==> src/rtl/image_line_feeder_pkg.sv <==
// Shared constants and FSM state type for the image line feeder.
//   LINE_WIDTH/IMG_LINES/PAD_LINES/PRELOAD_LINES : default frame geometry
//   ADDR_W  : default memory address width
//   PIXEL_W : greyscale pixel width
package img_pkg;

  localparam int LINE_WIDTH    = 512;
  localparam int IMG_LINES     = 512;
  localparam int PAD_LINES     = 2;
  localparam int PRELOAD_LINES = 4;
  localparam int ADDR_W        = 18;
  localparam int PIXEL_W       = 8;

  typedef enum logic [1:0] {
    IDLE,
    STREAM,
    WAIT_CREDIT,
    FLUSH
  } state_e;

endpackage

==> src/rtl/image_line_feeder_if.sv <==
// Memory read bus and pixel stream of the image line feeder.
//   master : feeder side (drives MEM_EN/MEM_ADDR/PIXEL_DATA/PIXEL_DATA_VALID)
//   slave  : memory + controller side (drives MEM_RDATA and INT)
interface image_line_feeder_if #(
  parameter int ADDR_W = img_pkg::ADDR_W
);
  import img_pkg::*;

  logic               MEM_EN;
  logic [ADDR_W-1:0]  MEM_ADDR;
  logic [PIXEL_W-1:0] MEM_RDATA;
  logic               INT;
  logic [PIXEL_W-1:0] PIXEL_DATA;
  logic               PIXEL_DATA_VALID;

  modport master (
    output MEM_EN, MEM_ADDR, PIXEL_DATA, PIXEL_DATA_VALID,
    input  MEM_RDATA, INT
  );

  modport slave (
    input  MEM_EN, MEM_ADDR, PIXEL_DATA, PIXEL_DATA_VALID,
    output MEM_RDATA, INT
  );

endinterface

==> src/rtl/image_line_feeder_credit.sv <==
// Line credit counter for the image line feeder.
//   CLK, RESETH : clock, synchronous active-high reset
//   load        : accepted START, credits set to PRELOAD_LINES
//   idle        : feeder is idle; INT is then ignored and flagged
//   int_pulse   : controller consumed a line, +1 credit
//   line_end    : last pixel of a line issued, -1 credit
//   credits     : current credit count (ceiling PRELOAD_LINES)
//   err         : sticky; INT at the ceiling or while idle
module line_credit_counter #(
  parameter int PRELOAD_LINES = img_pkg::PRELOAD_LINES,
  parameter int CRED_W        = $clog2(PRELOAD_LINES + 1)
) (
  input  logic              CLK,
  input  logic              RESETH,
  input  logic              load,
  input  logic              idle,
  input  logic              int_pulse,
  input  logic              line_end,
  output logic [CRED_W-1:0] credits,
  output logic              err
);
  import img_pkg::*;

  localparam logic [CRED_W-1:0] CEIL = CRED_W'(PRELOAD_LINES);

  always_ff @(posedge CLK) begin
    if (RESETH) begin
      credits <= '0;
      err     <= 1'b0;
    end else if (idle) begin
      if (int_pulse) err <= 1'b1;
      if (load) credits <= CEIL;
    end else if (int_pulse && !line_end) begin
      if (credits == CEIL) err <= 1'b1;
      else                 credits <= credits + 1'b1;
    end else if (line_end && !int_pulse && credits != '0) begin
      credits <= credits - 1'b1;
    end
    // int_pulse together with line_end nets to zero change
  end

endmodule

==> src/rtl/image_line_feeder.sv <==
// Streams a greyscale frame from a synchronous-read memory to the line-buffer
// controller, one line per credit, followed by zero-valued pad lines.
//   CLK, RESETH : clock, synchronous active-high reset
//   START       : single-cycle frame start (ignored unless idle)
//   BASE_ADDR   : first pixel address, sampled on accepted START
//   bus         : memory read port + pixel stream + INT credit return
//   BUSY        : frame in progress (drops in the DONE cycle)
//   DONE        : single-cycle end-of-frame pulse
//   ERR         : sticky credit protocol error
module image_line_feeder #(
  parameter int LINE_WIDTH    = img_pkg::LINE_WIDTH,
  parameter int IMG_LINES     = img_pkg::IMG_LINES,
  parameter int PAD_LINES     = img_pkg::PAD_LINES,
  parameter int PRELOAD_LINES = img_pkg::PRELOAD_LINES,
  parameter int ADDR_W        = img_pkg::ADDR_W
) (
  input  logic              CLK,
  input  logic              RESETH,
  input  logic              START,
  input  logic [ADDR_W-1:0] BASE_ADDR,
  image_line_feeder_if.master bus,
  output logic              BUSY,
  output logic              DONE,
  output logic              ERR
);
  import img_pkg::*;

  localparam int TOTAL_LINES = IMG_LINES + PAD_LINES;
  localparam int COL_W       = (LINE_WIDTH > 1) ? $clog2(LINE_WIDTH) : 1;
  localparam int LINE_W      = $clog2(TOTAL_LINES + 1);
  localparam int CRED_W      = $clog2(PRELOAD_LINES + 1);

  state_e             state, state_nx;
  logic [COL_W-1:0]   col;
  logic [LINE_W-1:0]  line;
  logic [ADDR_W-1:0]  addr;
  logic [CRED_W-1:0]  credits;
  logic               cred_err;
  logic               start_ok, issue, pad, line_end, last_line, is_idle;
  logic               s1_valid, s1_pad;

  line_credit_counter #(
    .PRELOAD_LINES (PRELOAD_LINES),
    .CRED_W        (CRED_W)
  ) u_credit (
    .CLK       (CLK),
    .RESETH    (RESETH),
    .load      (start_ok),
    .idle      (is_idle),
    .int_pulse (bus.INT),
    .line_end  (line_end),
    .credits   (credits),
    .err       (cred_err)
  );

  always_comb begin
    is_idle   = (state == IDLE);
    start_ok  = is_idle && START;
    issue     = (state == STREAM) && (credits != '0);
    pad       = (line >= LINE_W'(IMG_LINES));
    line_end  = issue && (col == COL_W'(LINE_WIDTH - 1));
    last_line = (line == LINE_W'(TOTAL_LINES - 1));
  end

  always_comb begin
    state_nx = state;
    DONE     = 1'b0;
    case (state)
      IDLE:        if (START) state_nx = STREAM;
      STREAM: begin
        if (line_end) begin
          if (last_line) state_nx = FLUSH;
          // credits==1 without a coincident INT reaches zero at this line end
          else if (credits == CRED_W'(1) && !bus.INT) state_nx = WAIT_CREDIT;
        end
      end
      WAIT_CREDIT: if (credits != '0) state_nx = STREAM;
      FLUSH: begin
        // last issue has left stage 1; stage 2 presents it in this cycle
        if (!s1_valid) begin
          DONE     = 1'b1;
          state_nx = IDLE;
        end
      end
      default:     state_nx = IDLE;
    endcase
  end

  always_comb begin
    BUSY         = !is_idle && !DONE;
    ERR          = cred_err;
    bus.MEM_EN   = issue && !pad;
    bus.MEM_ADDR = addr;
  end

  always_ff @(posedge CLK) begin
    if (RESETH) state <= IDLE;
    else        state <= state_nx;
  end

  // Image lines are contiguous in memory, so the address simply increments.
  always_ff @(posedge CLK) begin
    if (RESETH) begin
      col  <= '0;
      line <= '0;
      addr <= '0;
    end else if (start_ok) begin
      col  <= '0;
      line <= '0;
      addr <= BASE_ADDR;
    end else if (issue) begin
      if (!pad) addr <= addr + 1'b1;
      if (line_end) begin
        col  <= '0;
        line <= line + 1'b1;
      end else begin
        col  <= col + 1'b1;
      end
    end
  end

  always_ff @(posedge CLK) begin
    if (RESETH) begin
      s1_valid             <= 1'b0;
      s1_pad               <= 1'b0;
      bus.PIXEL_DATA       <= '0;
      bus.PIXEL_DATA_VALID <= 1'b0;
    end else begin
      s1_valid             <= issue;
      s1_pad               <= pad;
      bus.PIXEL_DATA       <= (s1_valid && !s1_pad) ? bus.MEM_RDATA : '0;
      bus.PIXEL_DATA_VALID <= s1_valid;
    end
  end

endmodule
==> src/flat_wrapper.sv <==
// flat-port wrapper written by rule: the top's interface ports become plain ports
module image_line_feeder_flat import img_pkg::*;
#(
  parameter int LINE_WIDTH    = img_pkg::LINE_WIDTH,
  parameter int IMG_LINES     = img_pkg::IMG_LINES,
  parameter int PAD_LINES     = img_pkg::PAD_LINES,
  parameter int PRELOAD_LINES = img_pkg::PRELOAD_LINES,
  parameter int ADDR_W        = img_pkg::ADDR_W
)
  (CLK, RESETH, START, BASE_ADDR, BUSY, DONE, ERR, bus_MEM_EN, bus_MEM_ADDR, bus_PIXEL_DATA, bus_PIXEL_DATA_VALID, bus_MEM_RDATA, bus_INT);
  image_line_feeder_if #(.ADDR_W(ADDR_W)) bus_i ();
  input  logic CLK;
  input  logic RESETH;
  input  logic START;
  input  logic [ADDR_W-1:0] BASE_ADDR;
  output logic BUSY;
  output logic DONE;
  output logic ERR;
  output wire logic [$bits(bus_i.MEM_EN)-1:0] bus_MEM_EN;
  output wire logic [$bits(bus_i.MEM_ADDR)-1:0] bus_MEM_ADDR;
  output wire logic [$bits(bus_i.PIXEL_DATA)-1:0] bus_PIXEL_DATA;
  output wire logic [$bits(bus_i.PIXEL_DATA_VALID)-1:0] bus_PIXEL_DATA_VALID;
  input wire logic [$bits(bus_i.MEM_RDATA)-1:0] bus_MEM_RDATA;
  input wire logic [$bits(bus_i.INT)-1:0] bus_INT;
  assign bus_MEM_EN = bus_i.MEM_EN;
  assign bus_MEM_ADDR = bus_i.MEM_ADDR;
  assign bus_PIXEL_DATA = bus_i.PIXEL_DATA;
  assign bus_PIXEL_DATA_VALID = bus_i.PIXEL_DATA_VALID;
  assign bus_i.MEM_RDATA = bus_MEM_RDATA;
  assign bus_i.INT = bus_INT;
  image_line_feeder #(.LINE_WIDTH(LINE_WIDTH), .IMG_LINES(IMG_LINES), .PAD_LINES(PAD_LINES), .PRELOAD_LINES(PRELOAD_LINES), .ADDR_W(ADDR_W)) u_core (.CLK(CLK), .RESETH(RESETH), .START(START), .BASE_ADDR(BASE_ADDR), .bus(bus_i), .BUSY(BUSY), .DONE(DONE), .ERR(ERR));
endmodule
==> config.mk <==
export PLATFORM = sky130hd
export DESIGN_NAME = image_line_feeder_flat
export DESIGN_NICKNAME = d
export VERILOG_FILES = /design/src/rtl/image_line_feeder_pkg.sv /design/src/rtl/image_line_feeder_if.sv /design/src/rtl/image_line_feeder_credit.sv /design/src/rtl/image_line_feeder.sv /design/src/flat_wrapper.sv
export SDC_FILE = /design/constraint.sdc
export NUM_CORES = 1
export LEC_CHECK = 0
export ABC_CLOCK_PERIOD_IN_PS = 1900
export CAP_MARGIN = 20
export CORE_MARGIN = 3
export CORE_UTILIZATION = 43
export CTS_CLUSTER_SIZE = 10
export DETAILED_ROUTE_END_ITERATION = 16
export PLACE_DENSITY = 0.74
export SYNTH_ARGS = -nofsm -noshare
export SYNTH_HDL_FRONTEND = slang
export SYNTH_SLANG_ARGS = --single-unit
==> constraint.sdc <==
create_clock -name CLK -period 1.9 [get_ports CLK]
set_clock_uncertainty 0.15 [all_clocks]
set_input_delay 0.38 -clock CLK [delete_from_list [all_inputs] [get_ports CLK]]
set_output_delay 0.38 -clock CLK [all_outputs]
set_load 0.02 [all_outputs]
==> results.md, run 1 <==
* Die Area at 7370 um2
* Hold Path End: u_core.u_credit.err
* Syn avg cell area at 8.64 um2
* Max-slew headroom at 0.769
* Reg power frac at 0.442
* Drt first pass iters at 4
* Via count at 2,703
* Synth area leaders: dfxtp_1, nor2_1, ha_1
* Clock transition at path regs at 0.09 ns
* Period utilization at 0.999
* Yosys reg bits at 54
* Hold Startpoint: u_core.u_credit.err
* Worst VDD drop at 0.464 mV
* Most instantiated cells after synthesis: dfxtp_1, nor2_1, nand2_1
* Placer Congestion at 0.840
* Most common flop cell mapped by yosys: dfxtp_1
* Worst-path fanout max at 3
* CP Cell Sequence: ha_4, nand3_4, nor2_4, ha_4, nand2b_1, o211ai_1, buf_4, o41ai_4, a22oi_1, nor2_1
* Initial antenna violation count at 0
* EDFF count, synth at 0
* Setup ws final at 0.00156 ns
* Max stage delay on crit path at 0.36 ns
* Post-Syn Area at 2740 um2
* Final instance area at 4070 um2
* CTS tree: done
* Layout Cells excl Fill at 502
* Core area at 6060 um2
* Worst slew pin tran at 0.338 ns
* Sequential share of the synthesized area at 0.395
* CTS root buf: clkbuf_8
* Max clock buf depth at 2
* Post-layout util at 0.671
* Most frequent CP cell: ha_4
* Largest net degree at the start of global routing at 24
* Vias in the first global route at 2,664
* R2R Setup Slk at 0.002 ns
* Routed vias/inst at 5.38
* Setup crit end kind: register
* Distinct cell type count after synthesis at 53
* Worst EP arrival at 1.95 ns
* Synthesized Nets at 357
* Psw at 0.884 mW
* Max Fclk at 527 MHz
* Net Sw Frac at 0.306
* CP Buf/Inv Count at 1
* CP Class: reg2reg
* Asr flop ratio synth at 0
* Post-route antenna net violation count at 0
* Die Wd at 85.8 um
* Leakage at 1.65 nW
* Antenna cell count at 0
* CP max stage cell: dfxtp_2
* Pre-CTS setup slack at -0.142 ns
* Initial Util at 0.452
* Final HPWL DP at 5060 um
* R2R Path End: u_core.u_credit.credits[1]
* Synth warnings at 0
* Setup Viol. Count Final at 0
* # Max-Cap Violations at 0
* Clock sink count at 54
* Hold Crit Class: reg2reg
* Status: finished clean
* Crit path time final at 1.90 ns
* Fill count at 491
* Hold path depth at 2
* Overflow after GRT at 0
* Fin. Hold Viols at 0
* PwrDens at 711 nW/um2
* Post-synth top area share at 0.395
* Boundary Pins at 61
* Post-CTS Hold Buffers at 0
* RSZ-0062 raised after global routing: true
* Iter 0 DRT Violations at 175
* Die H at 85.8 um
* Placed insts at 484
* Total internal power at 2.01 mW
* Num CTS Buffers at 5
* Worst EP required at 1.95 ns
* Critical path startpoint category: register
* Wire per inst at 14.4 um
* Delay-heaviest family, CP: compound AO/OA/AOI/OAI gates
* R2R depth at 10
* Reg2reg start: u_core.col[0]
* DRC violations left at 0
* GRT Total Usage at 0.197
* Most frequent cell after synthesis: dfxtp_1
* Routed Wire Length at 7210 um
* Area Overhead vs Synth at 48.4%
* Mapped Cells at 317
* Rows at 28
* H-Tree Depth at 2
* Fin nets at 466
* Clk Latency, worst-skew pair at 0.31 ns
* # port buffers at 60
* Slew Limit Fails at 0
* First-pass GRT wire length at 12,000 um
* Leading area contributor after synthesis: dfxtp_1
* Share of post-route cells with drive strength above 1 at 0.265
* Placed instance area at 3750 um2
* Part of the power in combinational logic at 0.303
* Setup tns final at 0 ns
* Part of the power in the clock network at 0.256
worst register-to-register path, stage by stage, from the launching register on:
cell,delay [ns]
dfxtp_2,0.36
ha_4,0.15
nand3_4,0.08
nor2_4,0.12
ha_4,0.14
nand2b_1,0.07
o211ai_1,0.24
buf_4,0.18
o41ai_4,0.08
a22oi_1,0.15
nor2_1,0.06
flip-flops by register name (all words and copies together) (netlist names):
name,cells
u_core.u_credit.err,1
u_core.col,9
u_core.u_credit.credits,3
u_core.s1_valid,1
u_core.s1_pad,1
u_core.line,10
u_core.bus.MEM_ADDR,18
u_core.bus.PIXEL_DATA,8
u_core.state,2
u_core.bus.PIXEL_DATA_VALID,1
through the flow:
step                hold slack (ns)  total power, mW
floorplan                     0.294             1.73
global placement              0.308             2.10
finish                        0.341             2.89
CTS                           0.346             2.84
detailed placement            0.319             2.11
global route                  0.377             3.04
cell families (layout without fill, tap and decap cells):
| family | count (synthesis) | after routing | synth area share |
|---|---|---|---|
| simple gates | 135 | 136 | 0.275 |
| compound gates | 63 | 63 | 0.150 |
| flops | 54 | 54 | 0.395 |
| buf+inv | 27 | 136 | 0.0443 |
| xor+xnor | 26 | 26 | 0.0831 |
| fa+ha+maj | 10 | 10 | 0.0457 |
| mux | 2 | 2 | 0.00731 |
routing by layer:
metal	wire length (um)	part of all wire	global-route usage
met2	3510	0.49	0.349
met4	85	0.012	0.0532
met3	331	0.046	0.0346
met1	3290	0.46	0.247
met5	0	0	0
power by group through the flow:
stage / registers [mW] / clock network (mW) / logic, mW
6_report: 1.28 / 0.739 / 0.875
5_1_grt: 1.29 / 0.806 / 0.946
4_1_cts: 1.27 / 0.751 / 0.822
3_5_place_dp: 1.29 / 0 / 0.811
3_3_place_gp: 1.30 / 0 / 0.802
2_1_floorplan: 1.35 / 0 / 0.384
layout make-up:
cell class,instances,area [um2],area share
Sequential cell,54,1090,0.269
Timing Repair Buffer,115,1020,0.250
Inverter,13,48.8,0.0120
Multi-Input combinational cell,237,1700,0.419
Tap cell,75,93.8,0.0231
Clock buffer,8,110,0.0271
repair_timing:
item | 4_1_cts | 5_1_grt
setup buffers | 4 | 6
resized for setup | 30 | 31
gates cloned | 1 | 0
setup endpoints to repair | 27 | 43
pin swaps | 9 | 12
cells in the final DEF (no fill, tap or decap), drive strengths merged, types with 6 or more instances in the layout:
cell / netlist / routed
or3: 6 / 6
inv: 13 / 13
nand3: 8 / 8
ha: 10 / 10
and2: 9 / 9
xor2: 13 / 13
buf: 6 / 56
o21ai: 15 / 15
a211oi: 13 / 13
nand2: 23 / 23
nand2b: 7 / 7
nor3: 11 / 11
nor4: 6 / 6
nand4: 11 / 12
dfxtp: 54 / 54
a21oi: 14 / 14
nor2: 36 / 36
clkdlybuf4s50: 0 / 43
xnor2: 13 / 13
clkbuf: 8 / 10
dlygate4sd2: 0 / 10
how the worst max path moves through the flow:
stage	slack, ns	cells after the start	endpoint	from
floorplan	-0.06	8	u_core.bus.MEM_ADDR[3]	u_core.u_credit.credits[0]
global placement	-0.12	9	u_core.u_credit.credits[0]	u_core.col[5]
detailed placement	-0.14	9	u_core.u_credit.credits[0]	u_core.col[5]
CTS	-0.08	10	u_core.line[5]	u_core.col[3]
global route	-0.14	10	u_core.u_credit.credits[1]	u_core.col[0]
finish	0.002	10	u_core.u_credit.credits[1]	u_core.col[0]
Power figures use the tool's default switching activity.
==> run 2, diff against run 1 <==
--- a/config.mk
+++ b/config.mk
@@ -14,4 +14,5 @@
 export PLACE_DENSITY = 0.74
 export SYNTH_ARGS = -nofsm -noshare
 export SYNTH_HDL_FRONTEND = slang
+export SYNTH_HIERARCHICAL = 1
 export SYNTH_SLANG_ARGS = --single-unit
==> results.md, run 2 <==
* Status: finished with violations
* Violated checks: negative setup slack
* Max-slew headroom at 0.777
* CTS root buf: clkbuf_8
* Fill count at 467
* Worst-path fanout max at 3
* Fin. Hold Viols at 0
* Period utilization at 1.28
* Yosys reg bits at 54
* # Max-Cap Violations at 0
* DRC violations left at 0
* Reg2reg start: u_core/col[1]
* Most common flop cell mapped by yosys: dfxtp_1
* CP Cell Sequence: ha_4, nand3_2, nor2_2, ha_2, nand3_4, inv_4, nand2b_4, inv_2, fa_2, or3b_1, nor4_2, nor4_1, a2111oi_1
* Num CTS Buffers at 5
* Setup crit end kind: register
* Leakage at 1.61 nW
* Sequential share of the synthesized area at 0.404
* Drt first pass iters at 4
* Initial Util at 0.447
* Total stage count of the critical path at 13
* Via count at 2,781
* Post-layout util at 0.686
* R2R Setup Slk at -0.54 ns
* H-Tree Depth at 2
* Mapped Cells at 314
* Worst VDD drop at 0.416 mV
* Max Fclk at 410 MHz
* Post-route antenna net violation count at 0
* Synthesized Nets at 351
* Boundary Pins at 61
* Clock transition at path regs at 0.11 ns
* Most instantiated cells after synthesis: dfxtp_1, nor2_1, nand2_1
* R2R Path End: u_core/u_credit/credits[2]
* Hold Crit Class: reg2reg
* Leading area contributor after synthesis: dfxtp_1
* Die H at 84.9 um
* Synth warnings at 6
* Worst EP arrival at 2.50 ns
* Asr flop ratio synth at 0
* Setup tns final at -3.06 ns
* Critical path startpoint category: register
* # port buffers at 60
* Wire per inst at 14.6 um
* Routed Wire Length at 7410 um
* Area Overhead vs Synth at 53.5%
* Rows at 28
* Clock sink count at 54
* Fin nets at 469
* Delay-heaviest family, CP: simple AND/OR/NAND/NOR gates
* Distinct cell type count after synthesis at 49
* Critical path origin: u_core/col[1]
* PwrDens at 595 nW/um2
* Clk Latency, worst-skew pair at 0.31 ns
* Iter 0 DRT Violations at 85
* Die Wd at 84.9 um
* Post-CTS Hold Buffers at 0
* Post-Syn Area at 2680 um2
* CP Class: reg2reg
* Final HPWL DP at 5320 um
* Share of post-route cells with drive strength above 1 at 0.298
* Most frequent cell after synthesis: dfxtp_1
* Largest net degree at the start of global routing at 32
* R2R depth at 13
* Initial antenna violation count at 0
* Core area at 5990 um2
* Vias in the first global route at 2,711
* Max clock buf depth at 2
* Routed vias/inst at 5.47
* Synth area leaders: dfxtp_1, nor2_1, nand2_1
* First-pass GRT wire length at 12,200 um
* CTS tree: done
* Post-synth top area share at 0.404
* Syn avg cell area at 8.53 um2
* Layout Cells excl Fill at 508
* Most common cell after layout, fill and taps aside: buf_4
* Placed insts at 493
* Placer Congestion at 0.861
* Worst EP required at 1.96 ns
* Max reg flops at 18
* CP max stage cell: or3b_1
* Crit path time final at 2.44 ns
* Setup Viol. Count Final at 19
* Slew Limit Fails at 0
* Most frequent cells in the layout: buf_4, clkdlybuf4s50_1, nor2_1, dfxtp_1, nand2_1
* Pre-CTS setup slack at -0.571 ns
* RSZ-0062 raised after global routing: true
* Multi-input gate area at 1620 um2
* Max stage delay on crit path at 0.38 ns
* Setup ws final at -0.540 ns
* Total area of sequential cells at 1110 um2
* Antenna cell count at 0
* Overflow after GRT at 0
* CP Buf/Inv Count at 2
* Die Area at 7210 um2
* GRT Total Usage at 0.206
* EDFF count, synth at 0
* End point of the critical path: u_core/u_credit/credits[2]
* Worst slew pin tran at 0.332 ns
-- run 2: changes by cell type in the layout (fill, tap and decap cells not counted), sizes merged, moves of 4 or more --
cell and delta:
nor4 +6, xor2 -5, xnor2 -6, nor3 -8
a311oi +7, o31ai +6, clkbuf -5, ha -4
o21ai -4, or3 +7, or4 +7, buf +13
a211oi -5
-- run 2: power by group --
part | internal, mW | switching (mW) | total (mW) | leakage, nW
Sequential | 1.18 | 0.0357 | 1.22 | 0.448
Combinational | 0.263 | 0.269 | 0.532 | 1.11
Clock | 0.273 | 0.424 | 0.697 | 0.0491
Total | 1.72 | 0.728 | 2.44 | 1.61
-- run 2: area by class of cell --
| cell class | instances | share of cell area |
|---|---|---|
| repair buffers | 127 | 0.278 |
| clock inverters | 3 | 0.00639 |
| flip-flops and latches | 54 | 0.270 |
| multi-input cells | 231 | 0.394 |
| well taps | 75 | 0.0228 |
| clock buffers | 5 | 0.0167 |
| inverters | 13 | 0.0125 |
-- run 2: per-layer routing --
| layer | track usage | vias to the layer above | wire [um] |
|---|---|---|---|
| li1 | - | 1383 | - |
| met1 | 0.256 | 1291 | 3160 |
| met2 | 0.361 | 98 | 3650 |
| met3 | 0.0408 | 9 | 512 |
| met4 | 0.0633 | 0 | 92 |
| met5 | 0 | - | 0 |
-- run 2: cells by family after synthesis --
logic type,count (synthesis),synth area share
buffers and inverters,29,0.0481
AND/OR/NAND/NOR,152,0.316
flip-flops,54,0.404
AO/OA/AOI/OAI,56,0.144
adder cells (fa/ha/maj),7,0.0355
multiplexers,1,0.00374
XOR/XNOR,15,0.0491
-- run 2: what timing repair did --
action,CTS,global route
endpoints found under the setup margin,33,32
gates resized for setup,41,23
pin swaps,12,15
setup buffers,9,2
-- run 2: worst register-to-register path: cells and delay by family (launching register included) --
kind                       cells  cell delay, ns
and+or+nand+nor                7            0.94
adders and majority gates      3            0.58
DFF                            1            0.35
AOI/OAI and AO/OA              1            0.24
buffers and inverters          2            0.09
-- run 2: metrics by stage --
step / instance area, um2 / power, mW / hold WS, ns
after floorplan: 2760 / 1.48 / 0.293
after CTS: 4030 / 2.44 / 0.328
after detailed placement: 3820 / 1.75 / 0.312
after global routing: 4110 / 2.55 / 0.356
after global placement: 3820 / 1.73 / 0.291
final: 4110 / 2.44 / 0.323
-- run 2: worst min path at each step --
stage	from	to	slack (ns)	cells after the start
detailed placement	u_core/col[8]	u_core/col[8]	0.31	2
global placement	u_core/bus.MEM_ADDR[5]	u_core/bus.MEM_ADDR[5]	0.29	1
floorplan	u_core/col[8]	u_core/col[8]	0.29	2
global route	u_core/col[8]	u_core/col[8]	0.36	2
finish	u_core/col[8]	u_core/col[8]	0.32	2
CTS	u_core/col[8]	u_core/col[8]	0.33	2
==> run 3, diff against run 2 <==
--- a/config.mk
+++ b/config.mk
@@ -7,11 +7,13 @@
 export LEC_CHECK = 0
 export ABC_CLOCK_PERIOD_IN_PS = 1900
 export CAP_MARGIN = 20
-export CORE_MARGIN = 3
+export CORE_MARGIN = 5
 export CORE_UTILIZATION = 43
 export CTS_CLUSTER_SIZE = 10
 export DETAILED_ROUTE_END_ITERATION = 16
+export HOLD_SLACK_MARGIN = 0.03
 export PLACE_DENSITY = 0.74
+export SETUP_SLACK_MARGIN = 0.1
 export SYNTH_ARGS = -nofsm -noshare
 export SYNTH_HDL_FRONTEND = slang
 export SYNTH_HIERARCHICAL = 1
==> results.md, run 3 (synthesized netlist as in run 2, its figures left out) <==
* First-pass GRT wire length at 11,800 um
* # Max-Cap Violations at 0
* Max clock buf depth at 2
* Max reg flops at 18
* Most frequent cells in the layout: buf_4, nor2_1, clkdlybuf4s50_1, dfxtp_1, nand2_1
* Violated checks: negative setup slack
* Part of the power in combinational logic at 0.219
* Multi-input gate area at 1730 um2
* Post-layout util at 0.718
* Via count at 2,809
* Routed vias/inst at 5.48
* Setup ws final at -0.623 ns
* Area Overhead vs Synth at 60.7%
* Psw at 0.695 mW
* R2R Setup Slk at -0.62 ns
* Period utilization at 1.33
* Net Sw Frac at 0.280
* CTS root buf: clkbuf_8
* Core area at 5990 um2
* Worst VDD drop at 0.293 mV
* Setup Viol. Count Final at 17
* Overflow after GRT at 0
* Fin nets at 474
* Vias in the first global route at 2,692
* Worst-path fanout max at 3
* Fill count at 438
* PwrDens at 577 nW/um2
* # port buffers at 60
* Routed Wire Length at 7680 um
* Die Area at 7900 um2
* Boundary Pins at 61
* Clock transition at path regs at 0.10 ns
* Antenna cell count at 0
* Placed insts at 489
* Iter 0 DRT Violations at 114
* Post-route antenna net violation count at 0
* Post-CTS Hold Buffers at 0
* Hold Crit Class: reg2reg
* Slew Limit Fails at 0
* Placer Congestion at 0.864
* Share of post-route cells with drive strength above 1 at 0.361
* Most common cell after layout, fill and taps aside: buf_4
* Crit path time final at 2.52 ns
* Clk Latency, worst-skew pair at 0.31 ns
* Clock sink count at 54
* Max Fclk at 396 MHz
* H-Tree Depth at 2
* Worst EP arrival at 2.56 ns
* RSZ-0062 raised after global routing: true
* Initial Util at 0.447
* Critical path startpoint category: register
* R2R depth at 13
* Status: finished with violations
* R2R Path End: u_core/u_credit/credits[2]
* Final instance area at 4300 um2
* Die Wd at 88.9 um
* Part of the power in the clock network at 0.289
* Total area of sequential cells at 1120 um2
* End point of the critical path: u_core/u_credit/credits[2]
* Hold path depth at 2
* CTS tree: done
* Total internal power at 1.79 mW
* Worst EP required at 1.94 ns
* Wire per inst at 15.0 um
* CP Class: reg2reg
* Rows at 28
* Critical path origin: u_core/col[1]
* Initial antenna violation count at 0
* Layout Cells excl Fill at 513
* Worst slew pin tran at 0.368 ns
* Leakage at 1.72 nW
* Largest net degree at the start of global routing at 32
* Die H at 88.9 um
* Reg power frac at 0.492
* Setup crit end kind: register
* DRC violations left at 0
* Placed instance area at 3820 um2
* Fin. Hold Viols at 0
* Final HPWL DP at 5140 um
* Num CTS Buffers at 5
* Drt first pass iters at 6
* GRT Total Usage at 0.187
* Reg2reg start: u_core/col[1]
* Max-slew headroom at 0.751
run 3: changes by cell type in the layout (fill, tap and decap cells not counted), sizes merged:
cell,before,now
buf,69,75
clkbuf,5,7
clkdlybuf4s15,1,0
clkdlybuf4s50,42,34
dlygate4sd2,11,19
inv,15,13
run 3: how the worst min path moves through the flow:
stage          slack (ns)           start             end
3_5_place_dp         0.31   u_core/col[8]   u_core/col[8]
5_1_grt              0.38  u_core/line[8]  u_core/line[8]
6_report             0.34   u_core/col[8]   u_core/col[8]
4_1_cts              0.32   u_core/col[8]   u_core/col[8]
2_1_floorplan        0.29   u_core/col[8]   u_core/col[8]
3_3_place_gp         0.30   u_core/col[8]   u_core/col[8]
run 3: per-layer routing:
layer,vias to the layer above,global-route usage,share of wire,routed length [um]
li1,1389,-,-,-
met1,1334,0.219,0.41,3120
met2,75,0.341,0.51,3950
met3,11,0.0378,0.066,506
met4,0,0.0591,0.014,111
met5,-,0,0,0
run 3: per-stage QoR:
step	setup TNS, ns	hold WS [ns]	setup slack (ns)	total power, mW
6_report	-2.13	0.343	-0.623	2.48
5_1_grt	-3.58	0.383	-0.744	2.60
4_1_cts	-1.76	0.320	-0.576	2.48
3_5_place_dp	-8.48	0.305	-0.575	1.75
3_3_place_gp	-7.86	0.297	-0.452	1.74
2_1_floorplan	-1.13	0.293	-0.507	1.48
run 3: worst max-delay path, cell delays in order (launching register included):
cell and delay (ns):
dfxtp_2 0.35, ha_4 0.17, nand3_4 0.06, nor2_4 0.04, ha_4 0.17, nand3_4 0.08
inv_4 0.03, nand2b_4 0.13, inv_2 0.06, fa_2 0.21, or3b_4 0.40, nor4_4 0.16
nor4_1 0.10, a2111oi_1 0.30
run 3: power by group through the flow:
stage	Combinational, mW	Sequential, mW	Clock (mW)
after detailed placement	0.509	1.24	0
after global placement	0.504	1.24	0
after global routing	0.583	1.23	0.784
after CTS	0.517	1.22	0.747
after floorplan	0.187	1.29	0
final	0.543	1.22	0.718
run 3: layout make-up:
| cell class | instances | share of cell area |
|---|---|---|
| Multi-Input combinational cell | 231 | 0.403 |
| Timing Repair Buffer | 132 | 0.278 |
| Sequential cell | 54 | 0.261 |
| Tap cell | 75 | 0.0218 |
| Inverter | 13 | 0.0119 |
| Clock buffer | 7 | 0.0224 |
| Clock inverter | 1 | 0.00204 |
run 3: what timing repair did:
item / in CTS / in global routing
gates resized for setup: 63 / 49
endpoints found under the setup margin: 48 / 41
buffers inserted: 9 / 9
endpoints found under the hold margin: 0 / 0
pin swaps: 21 / 22
